===== src/rtl/conv_ctrl_pkg.sv =====
// Shared definitions for the convolution control blocks: the filter-load
// sequencer state encoding and the default filter length.
`ifndef WID_FILTER
`define WID_FILTER 8
`endif

package conv_ctrl_pkg;

    // Filter-load sequencer states.
    typedef enum logic [1:0] {
        ST_IDLE      = 2'd0,
        ST_LOAD      = 2'd1,
        ST_WAIT_CONV = 2'd2,
        ST_FINISH    = 2'd3
    } conv_state_e;

    // Taps per filter shift register (3x3 kernel).
    localparam int TAPS_DEFAULT = 9;

endpackage


===== src/rtl/filter_load_ctrl.sv =====
// Filter load controller: streams weight beats into NUM_SR external filter
// shift registers, TAPS beats per register, starting at register 0.
//
// Handshake: a weight beat transfers on a rising clk edge where w_valid and
// w_ready are both high; the source holds w_data stable while w_valid is high
// and w_ready is low. w_ready is only offered in LOAD while the convolver is
// idle (conv_active low), so weights never change under an active convolution.
//
// Each accepted beat is re-driven one cycle later on sr_data together with a
// single-cycle one-hot sr_shift bit for the register being filled. The
// loaded[] flag of a register rises together with its final (TAPS-th) pulse.
`ifndef WID_FILTER
`define WID_FILTER 8
`endif

module filter_load_ctrl
    import conv_ctrl_pkg::*;
#(
    parameter int NUM_SR = 4,
    parameter int TAPS   = TAPS_DEFAULT
) (
    input  logic                          clk,
    input  logic                          rst,
    input  logic                          start,
    input  logic [$clog2(NUM_SR+1)-1:0]   num_sr,
    input  logic                          conv_active,
    input  logic [`WID_FILTER-1:0]        w_data,
    input  logic                          w_valid,
    output logic                          w_ready,
    output logic [`WID_FILTER-1:0]        sr_data,
    output logic [NUM_SR-1:0]             sr_shift,
    output logic [NUM_SR-1:0]             loaded,
    output logic                          busy,
    output logic                          done,
    output logic                          err
);

    localparam int CNT_W = $clog2(NUM_SR + 1);
    localparam int IDX_W = (NUM_SR > 1) ? $clog2(NUM_SR) : 1;
    localparam int TAP_W = (TAPS > 1) ? $clog2(TAPS) : 1;

    // Registered state
    conv_state_e              state;
    logic [TAP_W-1:0]         tap_cnt;
    logic [IDX_W-1:0]         sr_idx;
    logic [CNT_W-1:0]         job_len;

    // Next-state values
    conv_state_e              state_next;
    logic [TAP_W-1:0]         tap_next;
    logic [IDX_W-1:0]         idx_next;
    logic [CNT_W-1:0]         len_next;
    logic [NUM_SR-1:0]        loaded_next;
    logic [NUM_SR-1:0]        shift_next;
    logic [`WID_FILTER-1:0]   data_next;
    logic                     done_next;
    logic                     err_next;

    // Decoded conditions
    logic                     accept;
    logic                     start_ok;
    logic                     last_tap;
    logic                     last_sr;
    logic [NUM_SR-1:0]        sel_onehot;

    // Beats are only taken while loading and the convolver is idle.
    assign w_ready    = (state == ST_LOAD) && !conv_active;
    assign accept     = w_valid && w_ready;
    assign busy       = (state != ST_IDLE);

    // Job sizes outside 1..NUM_SR are rejected with an err pulse.
    assign start_ok   = (num_sr != '0) && (num_sr <= CNT_W'(NUM_SR));

    assign last_tap   = (tap_cnt == TAP_W'(TAPS - 1));
    assign last_sr    = ((CNT_W'(sr_idx) + CNT_W'(1)) == job_len);
    assign sel_onehot = {{(NUM_SR-1){1'b0}}, 1'b1} << sr_idx;

    // Next-state and registered-output decode for the load sequencer.
    always_comb begin
        state_next  = state;
        tap_next    = tap_cnt;
        idx_next    = sr_idx;
        len_next    = job_len;
        loaded_next = loaded;
        shift_next  = '0;
        data_next   = sr_data;
        done_next   = 1'b0;
        err_next    = 1'b0;

        case (state)
            ST_IDLE: begin
                if (start) begin
                    if (start_ok) begin
                        state_next  = conv_active ? ST_WAIT_CONV : ST_LOAD;
                        tap_next    = '0;
                        idx_next    = '0;
                        len_next    = num_sr;
                        loaded_next = '0;
                    end else begin
                        err_next = 1'b1;
                    end
                end
            end

            ST_WAIT_CONV: begin
                if (!conv_active) begin
                    state_next = ST_LOAD;
                end
            end

            ST_LOAD: begin
                // A rising conv_active parks the job; counters are kept so
                // the load resumes at the same tap.
                if (conv_active) begin
                    state_next = ST_WAIT_CONV;
                end else if (accept) begin
                    shift_next = sel_onehot;
                    data_next  = w_data;
                    if (last_tap) begin
                        tap_next    = '0;
                        loaded_next = loaded | sel_onehot;
                        if (last_sr) begin
                            state_next = ST_FINISH;
                            done_next  = 1'b1;
                        end else begin
                            idx_next = sr_idx + 1'b1;
                        end
                    end else begin
                        tap_next = tap_cnt + 1'b1;
                    end
                end
            end

            ST_FINISH: begin
                // Final shift pulse and done are on the outputs this cycle.
                state_next = ST_IDLE;
            end

            default: begin
                state_next = ST_IDLE;
            end
        endcase
    end

    // State, counters and registered outputs; reset overrides any beat or start.
    always_ff @(posedge clk) begin
        if (rst) begin
            state    <= ST_IDLE;
            tap_cnt  <= '0;
            sr_idx   <= '0;
            job_len  <= '0;
            loaded   <= '0;
            sr_shift <= '0;
            sr_data  <= '0;
            done     <= 1'b0;
            err      <= 1'b0;
        end else begin
            state    <= state_next;
            tap_cnt  <= tap_next;
            sr_idx   <= idx_next;
            job_len  <= len_next;
            loaded   <= loaded_next;
            sr_shift <= shift_next;
            sr_data  <= data_next;
            done     <= done_next;
            err      <= err_next;
        end
    end

endmodule


===== config.mk =====
export PLATFORM = sky130hd
export DESIGN_NAME = filter_load_ctrl
export DESIGN_NICKNAME = d
export VERILOG_FILES = /design/src/rtl/conv_ctrl_pkg.sv /design/src/rtl/filter_load_ctrl.sv
export SDC_FILE = /design/constraint.sdc
export NUM_CORES = 1
export LEC_CHECK = 0
export BUFFER_PORTS_ARGS = -buffer_cell sky130_fd_sc_hd__buf_2
export CAP_MARGIN = 0
export CORE_UTILIZATION = 40
export CTS_CLUSTER_SIZE = 40
export DETAILED_ROUTE_END_ITERATION = 6
export GPL_ROUTABILITY_DRIVEN = 0
export MAX_ROUTING_LAYER = met4
export PLACE_DENSITY = 0.76
export SLEW_MARGIN = 10
export SYNTH_ARGS = -nofsm -noshare
export SYNTH_HDL_FRONTEND = slang
export SYNTH_SLANG_ARGS = --single-unit

===== constraint.sdc =====
create_clock -name clk -period 2.6 [get_ports clk]
set_clock_uncertainty 0.15 [all_clocks]
set_input_delay 0.78 -clock clk [delete_from_list [all_inputs] [get_ports clk]]
set_output_delay 0.78 -clock clk [all_outputs]
set_load 0.005 [all_outputs]

==> impl_results.html, run 1 <==
<table>
<tr><th>Metric</th><th>Value</th></tr>
<tr><th colspan="2">Setup path</th></tr>
<tr><td>Cell chain of the critical path</td><td>inv_1, nor3_1, buf_2</td></tr>
<tr><td>Data required time at the worst endpoint</td><td>1.67 ns</td></tr>
<tr><td>Maximum cell stage delay along the critical path</td><td>0.54 ns</td></tr>
<tr><td>Crit-path slowest cell</td><td>sky130_fd_sc_hd__dfxtp_1</td></tr>
<tr><td>Worst Setup Start Kind</td><td>flop</td></tr>
<tr><td>Worst setup path category</td><td>flop to primary output</td></tr>
<tr><td>Largest fanout on the critical path</td><td>13</td></tr>
<tr><td>Critical Path End Type</td><td>primary output</td></tr>
<tr><td>Endpoint arrival time on the critical path</td><td>1.32 ns</td></tr>
<tr><th colspan="2">Clock tree</th></tr>
<tr><td>Clock tree from TritonCTS</td><td>yes</td></tr>
<tr><td>H-Tree Level Count</td><td>2</td></tr>
<tr><td>TritonCTS sink count</td><td>29</td></tr>
<tr><td>Worst-Skew Late Latency</td><td>0.33 ns</td></tr>
<tr><td>Max Root-Sink Buffers</td><td>2</td></tr>
<tr><td>Clock transition at the registers of the reported paths</td><td>0.08 ns</td></tr>
<tr><td>Hold_buf cts</td><td>0</td></tr>
<tr><td>Number of clock buffers inserted by TritonCTS</td><td>5</td></tr>
<tr><td>Cts repair resizes</td><td>0</td></tr>
<tr><td>Master cell of the clock root buffer</td><td>sky130_fd_sc_hd__clkbuf_4</td></tr>
<tr><td>Number of buffers inserted to repair setup after CTS</td><td>0</td></tr>
<tr><th colspan="2">Synthesis</th></tr>
<tr><td>Synth Area in Simple Gates</td><td>0.235</td></tr>
<tr><td>XOR/XNOR share of the synthesized area</td><td>0.0202</td></tr>
<tr><td>Predominant post-synthesis flop cell</td><td>sky130_fd_sc_hd__dfxtp_1</td></tr>
<tr><td>Arithmetic-cell share of the synthesized area counting full adders, half adders and majority gates</td><td>0.0578</td></tr>
<tr><td>Count of unique library cells instantiated by Yosys</td><td>38</td></tr>
<tr><td>Fraction of registers with async set/reset</td><td>0</td></tr>
<tr><td>Dominant combinational cell family by area after synthesis</td><td>simple AND/OR/NAND/NOR gates</td></tr>
<tr><td>Total of flip-flops plus latches after synthesis</td><td>29</td></tr>
<tr><td>Share of the synthesized area in compound gates (AO/OA/AOI/OAI)</td><td>0.172</td></tr>
<tr><td>Number of nets in the synthesized netlist</td><td>168</td></tr>
<tr><td>EDFF count, synth</td><td>0</td></tr>
<tr><td>Average size of a mapped cell</td><td>8.90 µm²</td></tr>
<tr><td>Syn Std Cell Area</td><td>1300 µm²</td></tr>
<tr><td>Synth warn</td><td>0</td></tr>
<tr><td>Post-synthesis sequential area ratio</td><td>0.447</td></tr>
<tr><td>Number of standard cells after synthesis</td><td>146</td></tr>
<tr><td>Mux share of post-synthesis cell area</td><td>0.0308</td></tr>
<tr><th colspan="2">Final layout</th></tr>
<tr><td>Sequential cell area</td><td>581 µm²</td></tr>
<tr><td>Antenna Cells</td><td>0</td></tr>
<tr><td>Combined area of the multi-input logic cells</td><td>671 µm²</td></tr>
<tr><td>Layout cells sized above 1</td><td>0.254</td></tr>
<tr><td>Fill count</td><td>309</td></tr>
<tr><td>Post-layout net count</td><td>207</td></tr>
<tr><td>Area added between synthesis and finish</td><td>21.8%</td></tr>
<tr><td>Post-layout utilization of the core</td><td>0.514</td></tr>
<tr><td>Most used cells in the layout excluding fill and tap cells</td><td>sky130_fd_sc_hd__buf_2, sky130_fd_sc_hd__dfxtp_1, sky130_fd_sc_hd__nand2_1</td></tr>
<tr><td>Most common cell after layout, fill and taps aside</td><td>sky130_fd_sc_hd__buf_2</td></tr>
<tr><th colspan="2">Drt</th></tr>
<tr><td>Total wirelength of the detailed-routed design</td><td>2670 µm</td></tr>
<tr><td>Drt pass-1 iters</td><td>4</td></tr>
<tr><td>Average detailed-routed wire length per instance</td><td>11.7 µm</td></tr>
<tr><td>Antenna viol nets, final</td><td>0</td></tr>
<tr><td>Vias per cell</td><td>4.98</td></tr>
<tr><td>DRC violation count after routing</td><td>0</td></tr>
<tr><td>Routed vias</td><td>1140</td></tr>
<tr><td>Starting DRT DRC Count</td><td>39</td></tr>
<tr><th colspan="2">GRT</th></tr>
<tr><td>Number of global-route vias before repair</td><td>923</td></tr>
<tr><td>GR Util All Layers</td><td>0.167</td></tr>
<tr><td>Global-route wire length before repair</td><td>4130 µm</td></tr>
<tr><td>GRT overflow</td><td>0</td></tr>
<tr><td>Antenna violations before repair</td><td>0</td></tr>
<tr><td>Largest net degree at the start of global routing</td><td>23</td></tr>
<tr><th colspan="2">Floorplan</th></tr>
<tr><td>Total die area</td><td>3480 µm²</td></tr>
<tr><td>Die Span Y</td><td>59.0 µm</td></tr>
<tr><td>Ports</td><td>36</td></tr>
<tr><td>Initial standard-cell utilization of the core</td><td>0.422</td></tr>
<tr><td>Core outline area</td><td>3080 µm²</td></tr>
<tr><td>Die boundary width</td><td>59.0 µm</td></tr>
<tr><td>Count of standard-cell rows</td><td>20</td></tr>
<tr><th colspan="2">Power</th></tr>
<tr><td>Overall power of the completed layout</td><td>826 µW</td></tr>
<tr><td>Leakage power figure</td><td>0.000674 µW</td></tr>
<tr><td>Power density of the placed cells</td><td>522 nW/µm²</td></tr>
<tr><td>Worst IR drop on VDD</td><td>0.237 mV</td></tr>
<tr><th colspan="2">Timing</th></tr>
<tr><td>Period utilization</td><td>0.866</td></tr>
<tr><td>Final hold violations</td><td>0</td></tr>
<tr><td>Final worst hold slack</td><td>0.305 ns</td></tr>
<tr><td>Tightest slew margin relative to the limit</td><td>0.630</td></tr>
<tr><td>Number of setup violations in the final report</td><td>0</td></tr>
<tr><td>Number of pins exceeding their max-slew limit in the final report</td><td>0</td></tr>
<tr><td>Measured slew at the worst slew-check pin</td><td>0.550 ns</td></tr>
<tr><td>Top achievable clock speed</td><td>444 MHz</td></tr>
<tr><td>Final critical delay including setup and external delays</td><td>2.25 ns</td></tr>
<tr><td>Final TNS setup</td><td>0 ns</td></tr>
<tr><td>Unrepaired setup endpoints after global routing</td><td>no</td></tr>
<tr><th colspan="2">Job</th></tr>
<tr><td>Count of maximum capacitance violations</td><td>0</td></tr>
<tr><th colspan="2">Hold path</th></tr>
<tr><td>Worst hold path type</td><td>flop to flop</td></tr>
<tr><th colspan="2">Status</th></tr>
<tr><td>Outcome</td><td>finished clean</td></tr>
<tr><th colspan="2">Placement</th></tr>
<tr><td>Count of input and output buffers</td><td>35</td></tr>
<tr><td>Post-detail-place hpwl</td><td>1930 µm</td></tr>
</table>
[Yosys cell counts (all sizes together), types with 2 or more instances]
| cell type | n | area, µm² |
|---|---|---|
| o21a | 2 | 15.0 |
| dfxtp | 29 | 581 |
| o31ai | 2 | 15.0 |
| a41oi | 4 | 35.0 |
| inv | 6 | 22.5 |
| ha | 6 | 75.1 |
| and2 | 5 | 31.3 |
| a221oi | 2 | 17.5 |
| nand2b | 2 | 12.5 |
| nor3 | 9 | 56.3 |
| nor2 | 10 | 37.5 |
| mux2i | 4 | 40.0 |
| nand2 | 17 | 63.8 |
| buf | 2 | 10.0 |
| xor2 | 2 | 17.5 |
| clkbuf | 4 | 15.0 |
| a21oi | 15 | 75.1 |
| or4 | 2 | 15.0 |
| nand3 | 2 | 10.0 |
| o21ai | 5 | 25.0 |
[metal layers]
| layer | GRT usage | share of wire |
|---|---|---|
| met4 | 0.0612 | 0.015 |
| met2 | 0.242 | 0.45 |
| met5 | - | 0 |
| met3 | 0.0721 | 0.045 |
| met1 | 0.207 | 0.49 |
[registers in the layout, summed over array words and instances, names as in the netlist]
signal,cells
sr_data,8
loaded,4
sr_shift,4
tap_cnt,4
job_len,3
sr_idx,2
state,2
done,1
err,1
[cells by family (layout without fill, tap and decap cells)]
kind of cell / Yosys count / after routing
AOI/OAI and AO/OA: 35 / 35
buffers and inverters: 12 / 51
xor gates and xnor gates: 3 / 3
muxes: 4 / 4
adders and majority gates: 6 / 6
and+or+nand+nor: 57 / 57
DFF: 29 / 29
[per-stage QoR]
| step | instance area (µm²) | std cells | setup WS, ns |
|---|---|---|---|
| global placement | 1530 | 222 | 0.239 |
| global route | 1580 | 229 | 0.218 |
| CTS | 1580 | 229 | 0.348 |
| finish | 1580 | 229 | 0.348 |
| detailed placement | 1530 | 222 | 0.179 |
| floorplan | 1300 | 146 | 0.390 |
[where the power goes]
part / total, µW / internal [µW] / switching [µW]
registers: 463 / 454 / 9.43
clock network: 272 / 127 / 145
logic: 91.5 / 38.8 / 52.8
total: 826 / 620 / 207
[worst max-delay path: cells and delay by family (launching register included)]
kind,cells,cell delay [ns]
buffers and inverters,2,0.27
DFF,1,0.54
and+or+nand+nor,1,0.18
[final timing paths]
path / slack [ns] / cells after the start / startpoint / end
worst max register to register: 0.49 / 6 / sr_idx[0] / sr_idx[1]
worst min register to register: 0.30 / 2 / sr_data[5] / sr_data[5]
worst max-delay path: 0.35 / 3 / state[0] / w_ready
worst min-delay path: 0.30 / 2 / sr_data[5] / sr_data[5]
[area by class of cell]
| type | count | area share |
|---|---|---|
| multi-input cells | 105 | 0.424 |
| flip-flops and latches | 29 | 0.367 |
| repair buffers | 38 | 0.125 |
| clock buffers | 7 | 0.0348 |
| well taps | 44 | 0.0348 |
| inverters | 6 | 0.0142 |
No activity file was read; power rests on OpenSTA's default activity.
==> run 2: changes to the inputs <==
--- a/config.mk
+++ b/config.mk
@@ -12,7 +12,6 @@
 export DETAILED_ROUTE_END_ITERATION = 6
 export GPL_ROUTABILITY_DRIVEN = 0
 export MAX_ROUTING_LAYER = met4
-export PLACE_DENSITY = 0.76
 export SLEW_MARGIN = 10
 export SYNTH_ARGS = -nofsm -noshare
 export SYNTH_HDL_FRONTEND = slang
==> run 2 against run 1 <==
  * Combinational power about the same
  * Critical path type unchanged
  * Largest cell class unchanged
  * Highest routed layer unchanged
  * Core utilization down 0.12 points
  * Worst hold slack gained 0.0016 ns
==> impl_results.html, run 2 (same netlist as run 1, synthesis figures left out) <==
<table>
<tr><th>Metric</th><th>Value</th></tr>
<tr><th colspan="2">Setup path</th></tr>
<tr><td>Critical Path End Type</td><td>primary output (unchanged)</td></tr>
<tr><td>Reg-to-reg critical path startpoint</td><td>sr_idx[0] (unchanged)</td></tr>
<tr><td>Crit-path slowest cell</td><td>sky130_fd_sc_hd__dfxtp_1 (unchanged)</td></tr>
<tr><td>Endpoint arrival time on the critical path</td><td>1.35 ns (was 1.32 ns)</td></tr>
<tr><td>Worst reg2reg setup slack</td><td>0.50 ns (was 0.49 ns)</td></tr>
<tr><td>End point of the critical path</td><td>w_ready (unchanged)</td></tr>
<tr><td>Worst setup path category</td><td>flop to primary output (unchanged)</td></tr>
<tr><td>Maximum cell stage delay along the critical path</td><td>0.54 ns (about the same)</td></tr>
<tr><td>Endpoint of the lowest-slack register-to-register path</td><td>sr_idx[0] (was sr_idx[1])</td></tr>
<tr><td>Number of cells on the worst reg-to-reg path</td><td>6 (unchanged)</td></tr>
<tr><td>Start point of the critical path</td><td>state[0] (unchanged)</td></tr>
<tr><td>Largest fanout on the critical path</td><td>13 (unchanged)</td></tr>
<tr><td>Worst Setup Start Kind</td><td>flop (unchanged)</td></tr>
<tr><td>Data required time at the worst endpoint</td><td>1.67 ns (about the same)</td></tr>
<tr><td>Cell chain of the critical path</td><td>inv_1, nor3_1, buf_2 (unchanged)</td></tr>
<tr><th colspan="2">Placement</th></tr>
<tr><td>Post-detail-place hpwl</td><td>2080 µm (was 1930 µm)</td></tr>
<tr><td>Number of placed cells counting well taps</td><td>222 (unchanged)</td></tr>
<tr><td>Area post-placement</td><td>1530 µm² (unchanged)</td></tr>
<tr><td>Count of input and output buffers</td><td>35 (unchanged)</td></tr>
<tr><th colspan="2">Floorplan</th></tr>
<tr><td>Total die area</td><td>3480 µm² (unchanged)</td></tr>
<tr><td>Initial standard-cell utilization of the core</td><td>0.422 (unchanged)</td></tr>
<tr><td>Die Span Y</td><td>59.0 µm (unchanged)</td></tr>
<tr><td>Count of standard-cell rows</td><td>20 (unchanged)</td></tr>
<tr><td>Ports</td><td>36 (unchanged)</td></tr>
<tr><td>Core outline area</td><td>3080 µm² (unchanged)</td></tr>
<tr><td>Die boundary width</td><td>59.0 µm (unchanged)</td></tr>
<tr><th colspan="2">Hold path</th></tr>
<tr><td>Worst hold path type</td><td>flop to flop (unchanged)</td></tr>
<tr><th colspan="2">GRT</th></tr>
<tr><td>Number of global-route vias before repair</td><td>1019 (was 923)</td></tr>
<tr><td>Antenna violations before repair</td><td>0 (unchanged)</td></tr>
<tr><td>Largest net degree at the start of global routing</td><td>23 (unchanged)</td></tr>
<tr><td>GRT overflow</td><td>0 (unchanged)</td></tr>
<tr><td>Global-route wire length before repair</td><td>4570 µm (was 4130 µm)</td></tr>
<tr><td>GR Util All Layers</td><td>0.182 (was 0.167)</td></tr>
<tr><th colspan="2">Clock tree</th></tr>
<tr><td>Master cell of the clock root buffer</td><td>sky130_fd_sc_hd__clkbuf_4 (unchanged)</td></tr>
<tr><td>Clock transition at the registers of the reported paths</td><td>0.09 ns (was 0.08 ns)</td></tr>
<tr><td>TritonCTS sink count</td><td>29 (unchanged)</td></tr>
<tr><td>Max Root-Sink Buffers</td><td>2 (unchanged)</td></tr>
<tr><td>Cts repair resizes</td><td>0 (unchanged)</td></tr>
<tr><td>Number of buffers inserted to repair setup after CTS</td><td>0 (unchanged)</td></tr>
<tr><td>Number of clock buffers inserted by TritonCTS</td><td>5 (unchanged)</td></tr>
<tr><td>Clock tree from TritonCTS</td><td>yes (unchanged)</td></tr>
<tr><td>Worst-Skew Late Latency</td><td>0.32 ns (was 0.33 ns)</td></tr>
<tr><td>H-Tree Level Count</td><td>2 (unchanged)</td></tr>
<tr><td>Hold_buf cts</td><td>0 (unchanged)</td></tr>
<tr><th colspan="2">Drt</th></tr>
<tr><td>DRC violation count after routing</td><td>0 (unchanged)</td></tr>
<tr><td>Antenna viol nets, final</td><td>0 (unchanged)</td></tr>
<tr><td>Total wirelength of the detailed-routed design</td><td>2770 µm (was 2670 µm)</td></tr>
<tr><td>Vias per cell</td><td>5.19 (was 4.98)</td></tr>
<tr><td>Routed vias</td><td>1193 (was 1140)</td></tr>
<tr><td>Average detailed-routed wire length per instance</td><td>12.0 µm (was 11.7 µm)</td></tr>
<tr><td>Starting DRT DRC Count</td><td>35 (was 39)</td></tr>
<tr><td>Drt pass-1 iters</td><td>4 (unchanged)</td></tr>
<tr><th colspan="2">Timing</th></tr>
<tr><td>Period utilization</td><td>0.877 (was 0.866)</td></tr>
<tr><td>Top achievable clock speed</td><td>439 MHz (was 444 MHz)</td></tr>
<tr><td>Measured slew at the worst slew-check pin</td><td>0.523 ns (was 0.550 ns)</td></tr>
<tr><td>Unrepaired setup endpoints after global routing</td><td>no (unchanged)</td></tr>
<tr><td>Final critical delay including setup and external delays</td><td>2.28 ns (was 2.25 ns)</td></tr>
<tr><td>Tightest slew margin relative to the limit</td><td>0.646 (was 0.630)</td></tr>
<tr><td>Number of setup violations in the final report</td><td>0 (unchanged)</td></tr>
<tr><td>Number of pins exceeding their max-slew limit in the final report</td><td>0 (unchanged)</td></tr>
<tr><td>Final TNS setup</td><td>0 ns (unchanged)</td></tr>
<tr><td>Final hold violations</td><td>0 (unchanged)</td></tr>
<tr><th colspan="2">Final layout</th></tr>
<tr><td>Design Area, Final</td><td>1580 µm² (about the same)</td></tr>
<tr><td>Number of flip-flops under the largest register name</td><td>8 (unchanged)</td></tr>
<tr><td>Most common cell after layout, fill and taps aside</td><td>sky130_fd_sc_hd__buf_2 (unchanged)</td></tr>
<tr><td>Combined area of the multi-input logic cells</td><td>671 µm² (unchanged)</td></tr>
<tr><td>Layout cells sized above 1</td><td>0.258 (was 0.254)</td></tr>
<tr><td>Fill count</td><td>328 (was 309)</td></tr>
<tr><td>Largest reg by FF count</td><td>sr_data (unchanged)</td></tr>
<tr><td>Area added between synthesis and finish</td><td>21.5% (was 21.8%)</td></tr>
<tr><td>Most used cells in the layout excluding fill and tap cells</td><td>sky130_fd_sc_hd__buf_2, sky130_fd_sc_hd__dfxtp_1, sky130_fd_sc_hd__nand2_1 (unchanged)</td></tr>
<tr><td>Final cell count without fillers</td><td>230 (was 229)</td></tr>
<tr><td>Post-layout net count</td><td>207 (unchanged)</td></tr>
<tr><td>Antenna Cells</td><td>0 (unchanged)</td></tr>
<tr><td>Sequential cell area</td><td>581 µm² (unchanged)</td></tr>
<tr><th colspan="2">Power</th></tr>
<tr><td>Power density of the placed cells</td><td>511 nW/µm² (was 522 nW/µm²)</td></tr>
<tr><td>Worst IR drop on VDD</td><td>0.214 mV (was 0.237 mV)</td></tr>
<tr><td>Leakage power figure</td><td>0.000674 µW (about the same)</td></tr>
<tr><th colspan="2">Status</th></tr>
<tr><td>Outcome</td><td>finished clean (unchanged)</td></tr>
<tr><th colspan="2">Job</th></tr>
<tr><td>Count of maximum capacitance violations</td><td>0 (unchanged)</td></tr>
</table>
[run 2: critical path: cells and delay by family, from the launching register on]
family | cells | cell delay (ns)
buf+inv | 2 | 0.29
simple gates | 1 | 0.21
flops | 1 | 0.54
[run 2: metrics by stage]
stage,setup WS [ns],hold slack (ns),total power [µW],utilization
CTS,0.310,0.308,817,0.513
detailed placement,0.169,0.295,564,0.496
finish,0.320,0.306,806,0.513
global route,0.187,0.325,845,0.513
floorplan,0.390,0.303,529,-
global placement,0.242,0.290,563,0.496
[run 2: worst min path at each step]
| stage | startpoint | to | slack, ns | cells after the start |
|---|---|---|---|---|
| after floorplan | sr_data[0] | sr_data[0] | 0.30 | 2 |
| after global placement | sr_data[3] | sr_data[3] | 0.29 | 2 |
| after detailed placement | sr_data[5] | sr_data[5] | 0.30 | 2 |
| after CTS | sr_data[5] | sr_data[5] | 0.31 | 2 |
| after global routing | sr_data[5] | sr_data[5] | 0.32 | 2 |
| final | sr_data[5] | sr_data[5] | 0.31 | 2 |
[run 2: final cells by class]
| cell class | count | area share |
|---|---|---|
| inverters | 6 | 0.0143 |
| well taps | 44 | 0.0349 |
| multi-input cells | 105 | 0.425 |
| clock inverters | 2 | 0.00634 |
| flip-flops and latches | 29 | 0.368 |
| repair buffers | 38 | 0.125 |
| clock buffers | 6 | 0.0262 |
[run 2: layer usage]
metal | wire length, µm | part of all wire | global-route usage
met4 | 15 | 0.0054 | 0.0714
met5 | 0 | 0 | -
met1 | 1360 | 0.49 | 0.230
met3 | 149 | 0.054 | 0.0590
met2 | 1250 | 0.45 | 0.268
[run 2: power by group]
part | switching, µW | internal (µW) | leakage, µW
logic | 52.7 | 38.8 | 0.000408
registers | 9.76 | 454 | 0.000235
clock network | 149 | 103 | 0.0000320
